`src/rtl/ram_2x4kb_arbiter.sv`:
```
// Round-robin arbiter with a grant quantum, sharing one single-port 8 KB word RAM between two masters.
// Define RAM_ARB_STATS_EN to add the stat_conflicts / stat_max_wait counters.
module ram_2x4kb_arbiter #(
  parameter int AW      = 11,
  parameter int DW      = 32,
  parameter int QUANTUM = 1
) (
  input  logic              CLK,
  input  logic              RST,
  input  logic              m0_req,
  input  logic [DW/8-1:0]   m0_we,
  input  logic [AW-1:0]     m0_addr,
  input  logic [DW-1:0]     m0_wdata,
  output logic              m0_gnt,
  output logic              m0_rvalid,
  output logic [DW-1:0]     m0_rdata,
  input  logic              m1_req,
  input  logic [DW/8-1:0]   m1_we,
  input  logic [AW-1:0]     m1_addr,
  input  logic [DW-1:0]     m1_wdata,
  output logic              m1_gnt,
  output logic              m1_rvalid,
  output logic [DW-1:0]     m1_rdata,
  output logic              ram_en,
  output logic [DW/8-1:0]   ram_we,
  output logic [AW-1:0]     ram_a,
  output logic [DW-1:0]     ram_di,
  input  logic [DW-1:0]     ram_do
`ifdef RAM_ARB_STATS_EN
  ,
  output logic [15:0]       stat_conflicts,
  output logic [7:0]        stat_max_wait
`endif
);

  localparam logic [3:0] QUANT = 4'(QUANTUM);

  logic       last_owner_q, last_owner_d;
  logic [3:0] streak_q, streak_d;
  logic       rd_pend_q, rd_pend_d;
  logic       rd_owner_q, rd_owner_d;
  logic       hold_owner;
  logic       gnt_id;

  // A zero streak means nobody owns the RAM yet, so the owner never holds it then.
  always_comb begin
    m0_gnt     = 1'b0;
    m1_gnt     = 1'b0;
    hold_owner = (streak_q != 4'd0) && (streak_q < QUANT);
    if (!RST) begin
      if (m0_req && m1_req) begin
        m0_gnt = (hold_owner != last_owner_q);
        m1_gnt = !m0_gnt;
      end else begin
        m0_gnt = m0_req;
        m1_gnt = m1_req;
      end
    end
  end

  always_comb begin
    ram_en = m0_gnt | m1_gnt;
    ram_we = '0;
    ram_a  = '0;
    ram_di = '0;
    if (m0_gnt) begin
      ram_we = m0_we;
      ram_a  = m0_addr;
      ram_di = m0_wdata;
    end else if (m1_gnt) begin
      ram_we = m1_we;
      ram_a  = m1_addr;
      ram_di = m1_wdata;
    end
  end

  always_comb begin
    gnt_id       = m1_gnt;
    last_owner_d = last_owner_q;
    streak_d     = streak_q;
    rd_pend_d    = 1'b0;
    rd_owner_d   = rd_owner_q;
    if (ram_en) begin
      if (gnt_id == last_owner_q) begin
        streak_d = (streak_q == 4'hF) ? streak_q : streak_q + 4'd1;
      end else begin
        last_owner_d = gnt_id;
        streak_d     = 4'd1;
      end
      if (ram_we == '0) begin
        rd_pend_d  = 1'b1;
        rd_owner_d = gnt_id;
      end
    end
  end

  always_ff @(posedge CLK) begin
    if (RST) begin
      last_owner_q <= 1'b1;
      streak_q     <= 4'd0;
      rd_pend_q    <= 1'b0;
      rd_owner_q   <= 1'b0;
    end else begin
      last_owner_q <= last_owner_d;
      streak_q     <= streak_d;
      rd_pend_q    <= rd_pend_d;
      rd_owner_q   <= rd_owner_d;
    end
  end

  // A read still in flight when reset rises must not surface.
  assign m0_rvalid = rd_pend_q && !rd_owner_q && !RST;
  assign m1_rvalid = rd_pend_q &&  rd_owner_q && !RST;
  assign m0_rdata  = m0_rvalid ? ram_do : '0;
  assign m1_rdata  = m1_rvalid ? ram_do : '0;

`ifdef RAM_ARB_STATS_EN
  logic [15:0] conf_q, conf_d;
  logic [7:0]  wait0_q, wait0_d, wait1_q, wait1_d, max_q, max_d;

  always_comb begin
    conf_d  = (m0_req && m1_req && conf_q != 16'hFFFF) ? conf_q + 16'd1 : conf_q;
    wait0_d = (m0_req && !m0_gnt) ? ((wait0_q == 8'hFF) ? wait0_q : wait0_q + 8'd1) : 8'd0;
    wait1_d = (m1_req && !m1_gnt) ? ((wait1_q == 8'hFF) ? wait1_q : wait1_q + 8'd1) : 8'd0;
    max_d   = max_q;
    if (wait0_d > max_d) max_d = wait0_d;
    if (wait1_d > max_d) max_d = wait1_d;
  end

  always_ff @(posedge CLK) begin
    if (RST) begin
      conf_q  <= 16'd0;
      wait0_q <= 8'd0;
      wait1_q <= 8'd0;
      max_q   <= 8'd0;
    end else begin
      conf_q  <= conf_d;
      wait0_q <= wait0_d;
      wait1_q <= wait1_d;
      max_q   <= max_d;
    end
  end

  assign stat_conflicts = conf_q;
  assign stat_max_wait  = max_q;
`endif

endmodule

```
`config.mk`:
```
export PLATFORM = sky130hd
export DESIGN_NAME = ram_2x4kb_arbiter
export DESIGN_NICKNAME = d
export VERILOG_FILES = /design/src/rtl/ram_2x4kb_arbiter.sv
export SDC_FILE = /design/constraint.sdc
export NUM_CORES = 1
export LEC_CHECK = 0
export BUFFER_PORTS_ARGS = -buffer_cell sky130_fd_sc_hd__buf_2
export CORE_AREA = 2 2 95 97
export CTS_BUF_LIST = sky130_fd_sc_hd__clkbuf_2
export CTS_CLUSTER_DIAMETER = 50
export CTS_CLUSTER_SIZE = 20
export DETAILED_ROUTE_END_ITERATION = 12
export DIE_AREA = 0 0 97 99
export PLACE_DENSITY = 0.59
export SLEW_MARGIN = 5
export SYNTH_ARGS = -nofsm -noshare
export SYNTH_HDL_FRONTEND = slang
export SYNTH_SLANG_ARGS = --single-unit
```
`constraint.sdc`:
```
create_clock -name CLK -period 3 [get_ports CLK]
set_clock_uncertainty 0.15 [all_clocks]
set_input_delay 0.45 -clock CLK [delete_from_list [all_inputs] [get_ports CLK]]
set_output_delay 0.45 -clock CLK [all_outputs]
set_load 0.01 [all_outputs]
```
### Word-level counts from Yosys, hierarchy flattened

Index checks and enable logic that the tools add are counted.

* input bits: 130
* word-level logic and storage cells: 43
* output and inout bits: 116
* register bits: 7

* $add $sub $neg: 1
* mux-type cells: 15
* reduce and logical (&&, ||, !) cells: 15
* bitwise logic cells: 3
* magnitude comparators: 1
* equality and inequality tests: 4

Operators with widths (count)
* $mux W32: 4
* $mux W11: 2
* $mux W4: 4
* $logic_and A1 B1 Y1: 6
* $reduce_and A2 Y1: 3
* $mux W1: 5
* $add A4 B1 Y4 const B: 1
* $eq A4 B4 Y1 const B: 1
* $logic_not A4 Y1: 1
* $lt A4 B1 Y1 const B: 1
* $reduce_bool A4 Y1: 1
* $logic_not A1 Y1: 3
* $ne A2 B2 Y1 const B: 1
* $not A1 Y1: 2
* $reduce_or A2 Y1: 1
* $eq A1 B1 Y1: 1
* $ne A1 B1 Y1: 1
* $or A1 B1 Y1: 1

### Depth between registers and ports, before layout

Gate-level depths: netlist (run 1).

* depth in word-level cells: 10
* gate-level depth with buffers: 6
* mapped depth without buffers: 5

### Worst setup path before layout (run 1)

OpenSTA, ideal clock, no wires.

* kind: input -> output
* from: in RST
* to: out m0_rdata[22]
* cell stages on the path: 4
* arrival time: 1.462 ns
* slack: 0.938 ns
* buffers on the path: 2
* data required time: 2.400 ns
* cell sequence: buf_2 -> nor3b_1 -> clkbuf_1 -> and2_1

* cells in the longest elaborated chain, start to end: 3

Ends and longest elaborated chain
* start: declaration: line 9 `input logic RST,`
* $logic_not A1 Y1: line 112 `assign m0_rvalid = rd_pend_q && !rd_owner_q && !RST;`
* $logic_and A1 B1 Y1: line 112
* net m0_rvalid: line 15 `output logic m0_rvalid,`
* $mux W32: line 114 `assign m0_rdata = m0_rvalid ? ram_do : '0;`
* end: declaration: line 16 `output logic [DW-1:0] m0_rdata,`

The timed path passes the listed nets, and every way through them passes these cells.

### Final worst setup path (run 1)

* from: in RST
* to: out ram_di[10]

* cells in the longest elaborated chain, start to end: 3
* elaborated cells between the ends (all ways): 4
* classes of those cells: mux: 4

Ends and longest elaborated chain
* $mux W1: line 50 `if (!RST) begin`
* $mux W32: line 70 `end else if (m1_gnt) begin`
* $mux W32 *: line 66 `if (m0_gnt) begin`
* end: declaration: line 27 `output logic [DW-1:0] ram_di,`

Every way passes the cells marked *; elsewhere a longest branch is shown, timed or not.

==> results of run 1 <==
==> worst reg2reg max path: cells and delay by family (launching register included) <==
kind	cells	cell delay (ps)
AOI/OAI and AO/OA	1	290
muxes	1	350
and+or+nand+nor	3	480
DFF	1	370
==> cells in the mapped netlist, drive strengths merged <==
cell type,n,share of area [%]
a21boi,1,1.0
a22o,43,33
a32oi,4,3.8
and2,65,36
and3b,1,0.77
buf,12,5.3
clkbuf,6,2.0
dfxtp,3,5.3
mux2,1,1.0
nand2,3,1.0
nand2b,2,1.8
nor2,8,3.8
nor2b,2,1.3
nor3b,1,0.66
nor4,1,1.9
o21ai,1,0.44
o31a,1,0.77
==> flip-flops by register name (all words and copies together), names as in the netlist <==
signal / count
last_owner_q: 1
rd_owner_q: 1
rd_pend_q: 1
==> kinds of logic (layout without fill, tap and decap cells) <==
logic type / count (synthesis) / in the layout / synth area share (%)
flops: 3 / 3 / 5.31
compound gates: 50 / 50 / 39.3
buf+inv: 18 / 253 / 7.30
mux: 1 / 1 / 0.996
simple gates: 83 / 83 / 47.1
==> layout make-up <==
class / instances / area [um^2]
timing repair buffer: 249 / 1280
fill: 987 / 6060
clock buffer: 4 / 20.0
sequential: 3 / 60.1
tap: 108 / 135
multi-input combinational: 134 / 998
==> placed cells by master, fill, tap and decap left out, types with 2 or more instances in the layout <==
cell type / count
buf_2: 245
and2_1: 65
a22o_1: 43
nor2_2: 4
clkbuf_2: 4
nand2_1: 3
a32oi_1: 3
nor2_1: 3
dfxtp_1: 3
buf_12: 2
buf_4: 2
==> metal layers <==
layer  track usage [%]  share of wire (%)  vias to the layer above
met4              1.95               0.22                        2
met2              25.2                 48                      168
met3              4.82                 12                        4
met5                 0               0.17                        -
li1                  -                  -                     1024
met1              18.7                 40                     1046
==> power by group through the flow <==
stage / clock network, mW / logic, mW / registers, mW
floorplan: 0 / 0.121 / 0.0442
global placement: 0 / 0.287 / 0.0445
detailed placement: 0 / 0.287 / 0.0447
CTS: 0.0578 / 0.289 / 0.0440
global route: 0.0630 / 0.309 / 0.0444
finish: 0.0548 / 0.288 / 0.0441
==> worst min-delay path by stage <==
stage                                     end  slack [ps]
floorplan           last_owner_q$_SDFFE_PP1P_         370
global placement    last_owner_q$_SDFFE_PP1P_         410
detailed placement  last_owner_q$_SDFFE_PP1P_         420
CTS                 last_owner_q$_SDFFE_PP1P_         430
global route             rd_pend_q$_SDFF_PP0_         480
finish              last_owner_q$_SDFFE_PP1P_         440
==> through the flow <==
step	std cells	setup slack (ps)	area, um^2	power, mW	util (%)
after floorplan	155	938	1130	0.166	-
after global placement	494	768	2470	0.331	28.9
after detailed placement	494	738	2470	0.331	28.9
after CTS	498	732	2490	0.391	29.2
after global routing	498	627	2490	0.417	29.2
final	498	738	2490	0.386	29.2
==> run metrics, run 1 <==
status finished, final reports clean; fraction of layout cells with a size suffix above 1 between 60 and 70%; Comb power frac between 70% and 80%; clock transition at the registers of the reported paths ~40 ps; Initial Util around an eighth; DRT Pass-1 Iters 5; Least-Margin Pin Slew 305 ps; Avg Inst Size Synth ~7.3 um^2; Initial DRC Count slightly above 70; Post-CTS Resized 0; Routed Antenna Nets 0; initial antenna violation count 1; sequential share of the synthesized area 5.31%; crit path cell chain buf_2 -> nor2b_2 -> and2_1 -> buf_12 -> a22o_1 -> buf_2; Layout area overhead 121%; CTS tree done; Post-CTS Setup Inserts 0; RR Startpoint last_owner_q$_SDFFE_PP1P_; RSZ-0062 raised after global routing no; Post-DP HPWL approximately 6600 um; Worst path depth 6; CTS root buf clkbuf_2; num ports about 250; endpoints failing setup 0; Buf+Inv Stages, Crit Path 3; FF+latch count, synth 3; CP max stage delay roughly 270 ps; crit-path max FO 40; global-route wire length before repair approximately 11000 um; hold slack final between 400 and 500 ps; Layout Nets between 500 and 600; final WL between 7000 and 8000 um; GRT overflow 0; pin count of the biggest net entering global routing 41; WS Path Type input port to primary output; Port Buffers between 200 and 250; flop-to-flop setup slack 1250 ps; Die W between 90 and 100 um; Sw Pwr 0.164 mW; largest buffer count on any clock path 2; Unique masters post-synth 21; power density cells 155 mW/mm^2; CP startpoint kind input port; Final Hold Violating Endpoints 0; internal power about 0.22 mW; Die Height between 90 and 100 um; via count about 2200; # diodes 0; Worst Hold Class register to register; CORE AREA between 0.008 and 0.009 mm^2; Sw Ratio a little over two fifths; CP required roughly 2400 ps; GPL Wtd Cong ~0.94; Mapped Nets roughly 290; reg2reg end rd_owner_q$_SDFFE_PP0P_; Worst Reg-to-Reg Cells 5; # rows 34; delay-heaviest family, CP buffers and inverters; Mapped Area ~0.0011 mm^2; crit end category primary output; LEAKAGE around 1.6 nW; Clock Sink Count 3; min-delay src last_owner_q$_SDFFE_PP1P_; clk_lat worst skew 190 ps; Yosys warning total 0; most frequent CP cell buf_2; gr usage total approximately 15%; htree depth 1; max-slew violations 0; Critical path origin RST; worst-path cell with the longest stage delay buf_2; hold depth 2; hold_buf cts 0; vias in the first global route 2124; Clock power frac roughly 14%; die area a little under 0.01 mm^2; min cycle time layout ~2300 ps; routed vias/inst 4.51; Slew headroom 79.7%; TNS Setup 0 ps; fmax 0.442 GHz; routed len/inst between 15 and 20 um; sequential share of power 11.4%; Worst EP arrival around 1700 ps; Tcrit/Tclk final 75.4%; cts bufs inserted 3; Critical Path Sink ram_di[10]; peak supply drop 0.0000563 V; DR DRC count 0; Mapped Cells roughly 160; max-cap violation count 0
Note: power is estimated with default switching activity, not from simulation.
==> run 2, diff against run 1 <==
Settings changed: CORE_AREA 2 2 95 97 to 2 2 94 96, DIE_AREA 0 0 97 99 to 0 0 96 98, PLACE_DENSITY 0.59 to 0.62.
Clock period 3 ns to 1.9 ns, I/O delays scaled along.
==> run metrics, run 2 (same netlist as run 1, synthesis figures left out) <==
FF+latch area 61.3 um^2 (+2.1%); Layout Nets 535 (+2.7%); GRT overflow 0 (unchanged); num ports 246 (unchanged); Worst Hold Class input port to register; crit-path max FO 11 (-73%); Post-DP HPWL 4870 um (-27%); Overall Power 0.664 mW (+72%); Critical path origin last_owner_q$_SDFFE_PP1P_; Filler Cell Count 900 (-8.8%); reg2reg end rd_owner_q$_SDFFE_PP0P_; commonest non-fill, non-tap cell in the layout buf_2; pin count of the biggest net entering global routing 45 (+9.8%); Die Height 98 um (-1.0%); power density cells 241 mW/mm^2 (+55%); Initial DRC Count 29 (-60%); routed vias/inst 4.26 (-5.6%); die area 0.00941 mm^2 (-2.0%); Routed Antenna Nets 0 (unchanged); global-route wire length before repair 8910 um (-22%); Clock Sink Count 3 (unchanged); CTS tree done; status finished, final reports clean; Port Buffers 245 (unchanged); crit end category primary output; clk_lat worst skew 210 ps (+20 ps); CP startpoint kind register; area occupied by multi-input gates 0.00102 mm^2 (+2.1%); gr usage total 11.9% (-2.9 points); min-delay src m1_req; max-slew violations 0 (unchanged); dpl ws 39.4 ps (-699 ps); max-cap violation count 0 (unchanged); fraction of layout cells with a size suffix above 1 69.8% (+2.1 points); Die W 96 um (-1.0%); Initial Util 13.4% (+0.13 points); hold endpoint last_owner_q$_SDFFE_PP1P_; TNS Setup 0 ps (unchanged); Largest regs last_owner_q (1), rd_owner_q (1), rd_pend_q (1); LEAKAGE 1.74 nW (+7.4%); endpoints failing setup 0 (unchanged); htree depth 1 (unchanged); flop-to-flop setup slack 60 ps (-1190 ps); vias in the first global route 1974 (-7.1%); Final WS setup 49.1 ps (-689 ps); Tcrit/Tclk final 97.4%; via count 2179 (-2.9%); Least-Margin Pin Slew 288 ps (-16.3 ps); Worst Reg-to-Reg Cells 6 (+1); hold_buf cts 0 (unchanged); most frequent cells in the layout buf_2 (245), and2_1 (64), a22o_1 (43); initial antenna violation count 0 (-1); hold depth 3 (+1); fmax between 0.5 and 0.6 GHz; Final Hold Violating Endpoints 0 (unchanged); largest buffer count on any clock path 2 (unchanged); peak supply drop 0.0000837 V (+49%); cts bufs inserted 3 (unchanged); CTS root buf clkbuf_2; CORE AREA 0.00847 mm^2 (-1.0%); GPL Wtd Cong 0.840 (-11%); # diodes 0 (unchanged); RR Startpoint last_owner_q$_SDFFE_PP1P_; final WL 6820 um (-13%); Slew headroom 80.6% (+0.94 points); min cycle time layout roughly 1900 ps; DRT Pass-1 Iters 7 (+2); CP required 1460 ps (-940 ps); Layout area overhead 144%; clock transition at the registers of the reported paths 40 ps (about the same); RSZ-0062 raised after global routing no; DR DRC count 0 (unchanged); routed len/inst 13.3 um (-15%); # rows 34 (unchanged); WS Path Type register to primary output; Worst EP arrival 1420 ps (-240 ps)
==> run 2: worst max path at each step <==
stage | endpoint | slack [ps] | cells after the start
after floorplan | m0_rdata[22] | 170 | 4
after global placement | rd_owner_q$_SDFFE_PP0P_ | 100 | 6
after detailed placement | rd_owner_q$_SDFFE_PP0P_ | 40 | 6
after CTS | ram_di[7] | 10 | 6
after global routing | rd_owner_q$_SDFFE_PP0P_ | 1 | 6
final | ram_di[6] | 50 | 6
==> run 2: power by group <==
part | total, mW | switching, mW | internal, mW
combinational | 0.505 | 0.224 | 0.281
clock | 0.0901 | 0.0347 | 0.0555
sequential | 0.0690 | 0.00188 | 0.0671
total | 0.664 | 0.260 | 0.404
==> run 2: critical path: stages, from the launching register on <==
cell       delay [ps]
dfxtp_2           320
buf_4             120
nand2_1            60
and2_4            170
clkbuf_16         170
a22o_1            230
buf_2             140
==> run 2: per-layer routing <==
| metal | vias up | global-route usage [%] | part of all wire (%) |
|---|---|---|---|
| met5 | - | 0 | 0 |
| met4 | 0 | 1.32 | 0.29 |
| met3 | 2 | 1.62 | 9.8 |
| met2 | 148 | 25.4 | 55 |
| met1 | 973 | 11.7 | 35 |
| li1 | 1056 | - | - |
==> run 2: area by class of cell <==
cell class	count	share of cell area (%)
Timing Repair Buffer	263	55.2
Multi-Input combinational cell	134	36.9
Tap cell	108	4.90
Sequential cell	3	2.22
Clock buffer	4	0.725
==> run 2: timing repair <==
action,4_1_cts,5_1_grt
gates resized for setup,9,7
endpoints found under the hold margin,0,0
setup endpoints to repair,43,45
cloned,4,2
pin swaps,1,2
buffers inserted,7,1
==> run 2: per-stage QoR <==
stage / hold WS (ps) / area, um^2 / instances / utilization [%]
floorplan: 272 / 1130 / 155 / -
global placement: 422 / 2500 / 495 / 29.6
detailed placement: 405 / 2500 / 495 / 29.6
CTS: 243 / 2700 / 509 / 31.8
global route: 281 / 2760 / 512 / 32.6
finish: 256 / 2760 / 512 / 32.6
==> run 3, diff against run 2 <==
--- a/config.mk
+++ b/config.mk
@@ -15,3 +15,2 @@
 export PLACE_DENSITY = 0.62
-export SLEW_MARGIN = 5
 export SYNTH_ARGS = -nofsm -noshare
==> constraint.sdc (replaced) <==
create_clock -name CLK -period 1.9 [get_ports CLK]
set_clock_uncertainty 0.15 [all_clocks]
set_input_delay 0.19 -clock CLK [delete_from_list [all_inputs] [get_ports CLK]]
set_output_delay 0.19 -clock CLK [all_outputs]
set_load 0.01 [all_outputs]
==> run metrics, run 3 (same netlist as run 1, synthesis figures left out) <==
FF+latch area 61.3 um^2 (unchanged); global-route wire length before repair 8290 um (-7.0%); Largest regs last_owner_q (1), rd_owner_q (1), rd_pend_q (1); CORE AREA 0.00847 mm^2 (unchanged); gr usage total 10.7% (-1.1 points); Least-Margin Pin Slew 304 ps (+15.6 ps); worst-path cell with the longest stage delay mux2_1; power density cells 237 mW/mm^2 (-1.5%); RR Startpoint last_owner_q$_SDFFE_PP1P_; hold endpoint last_owner_q$_SDFFE_PP1P_; DR DRC count 0 (unchanged); Filler Cell Count 917 (+1.9%); hold_buf cts 0 (unchanged); Clock Sink Count 3 (unchanged); WS Path Type register to register; vias in the first global route 1980 (+0.30%); GPL Wtd Cong 0.841 (+0.11%); via count 2140 (-1.8%); RSZ-0062 raised after global routing no; Tcrit/Tclk final 96.0% (-1.4 points); num ports 246 (unchanged); initial antenna violation count 0 (unchanged); cts bufs inserted 3 (unchanged); final WL 6130 um (-10%); die area 0.00941 mm^2 (unchanged); CTS root buf clkbuf_2; endpoints failing setup 0 (unchanged); most frequent cells in the layout buf_2 (245), and2_1 (65), a22o_1 (43); CP required 1840 ps (+380 ps); max-cap violation count 0 (unchanged); routed len/inst 12.2 um (-8.6%); Buf+Inv Stages, Crit Path 1 (-2); TNS Setup 0 ps (unchanged); Post-DP HPWL 4760 um (-2.2%); status finished, final reports clean; fmax 0.548 GHz (+1.4%); Layout Nets 527 (-1.5%); CP max stage delay 340 ps (+20 ps); Initial Util 13.4% (unchanged); Worst Reg-to-Reg Cells 6 (unchanged); Initial DRC Count 33 (+14%); fraction of layout cells with a size suffix above 1 68.7% (-1.1 points); LEAKAGE 1.68 nW (-3.9%); dpl cells 494 (-0.20%); Layout area overhead 131%; largest buffer count on any clock path 2 (unchanged); clock transition at the registers of the reported paths 40 ps (about the same); CP startpoint kind register; delay-heaviest family, CP simple AND/OR/NAND/NOR gates; CTS tree done; # diodes 0 (unchanged); area occupied by multi-input gates 0.00100 mm^2 (-1.8%); Die Height 98 um (unchanged); flop-to-flop setup slack 80 ps (+20 ps); Final Hold Violating Endpoints 0 (unchanged); DRT Pass-1 Iters 4 (-3); commonest non-fill, non-tap cell in the layout buf_2; hold depth 3 (unchanged); pin count of the biggest net entering global routing 46 (+2.2%); Port Buffers 245 (unchanged); Slew headroom 79.7% (-0.89 points); post-route insts no fill 504 (-1.6%); routed vias/inst 4.25 (-0.23%); Worst EP arrival 1760 ps (+340 ps); # rows 34 (unchanged); Worst Hold Class input port to register; crit end category register; GRT overflow 0 (unchanged); reg2reg end rd_owner_q$_SDFFE_PP0P_; peak supply drop 0.000139 V (+66%); Die W 96 um (unchanged); clk_lat worst skew 210 ps (about the same); max-slew violations 0 (unchanged); crit-path max FO 4 (-7); min-delay src m1_req; min cycle time layout 1820 ps (-26.0 ps); Routed Antenna Nets 0 (unchanged); htree depth 1 (unchanged); crit path cell chain nand2b_4 -> buf_4 -> a32oi_2 -> nor2_2 -> nor4_4 -> mux2_1
run 3: changes by cell type in the layout (fill, tap and decap cells not counted):
cell | before | now
a21boi_4 | 1 | 0
buf_4 | 6 | 2
nand2_4 | 1 | 0
mux2_1 | 0 | 1
buf_6 | 2 | 1
mux2_4 | 1 | 0
buf_16 | 4 | 0
nand2_2 | 0 | 1
and2_1 | 64 | 65
and2_4 | 1 | 0
a21boi_2 | 0 | 1
clkbuf_16 | 1 | 2
run 3: worst max-delay path by stage:
stage	start	end	slack, ps	depth (start not counted)
after floorplan	last_owner_q$_SDFFE_PP1P_	rd_owner_q$_SDFFE_PP0P_	260	5
after global placement	last_owner_q$_SDFFE_PP1P_	rd_owner_q$_SDFFE_PP0P_	220	5
after detailed placement	last_owner_q$_SDFFE_PP1P_	rd_owner_q$_SDFFE_PP0P_	190	5
after CTS	last_owner_q$_SDFFE_PP1P_	ram_di[20]	50	6
after global routing	last_owner_q$_SDFFE_PP1P_	ram_a[3]	0.9	7
final	last_owner_q$_SDFFE_PP1P_	rd_owner_q$_SDFFE_PP0P_	80	6
run 3: routing by layer:
layer	share of wire [%]	vias to the layer above	wire length (um)	global-route usage (%)
li1	-	1039	-	-
met1	35	953	2150	9.79
met2	54	146	3310	23.4
met3	11	2	667	2.39
met4	0.16	0	10	0.989
met5	0	-	0	0
run 3: timing repair:
action / 4_1_cts / 5_1_grt
endpoints found under the setup margin: 0 / 43
setup buffers: 0 / 2
resized for setup: 0 / 4
run 3: where the power goes:
group	total, mW	switching (mW)	internal (mW)
registers	0.0698	0.00265	0.0671
logic	0.460	0.207	0.252
clock network	0.0902	0.0347	0.0555
run 3: metrics by stage:
stage	hold WS [ps]	worst slack, ps	utilization (%)	total power, mW	area, um^2
2_1_floorplan	177	256	-	0.262	1130
3_3_place_gp	372	224	29.3	0.493	2480
3_5_place_dp	378	190	29.3	0.499	2480
4_1_cts	158	52.7	29.6	0.595	2500
5_1_grt	195	0.863	30.9	0.679	2620
6_report	166	75.2	30.9	0.620	2620
run 3: layout make-up:
class | instances | share of cell area [%]
Multi-Input combinational cell | 134 | 38.3
Sequential cell | 3 | 2.34
Timing Repair Buffer | 255 | 53.4
Clock buffer | 4 | 0.766
Tap cell | 108 | 5.17
run 3: tightest hold or removal path, delay by kind of cell:
kind            cells  cell delay, ps
buf+inv             1             140
compound gates      1              90
simple gates        1              70
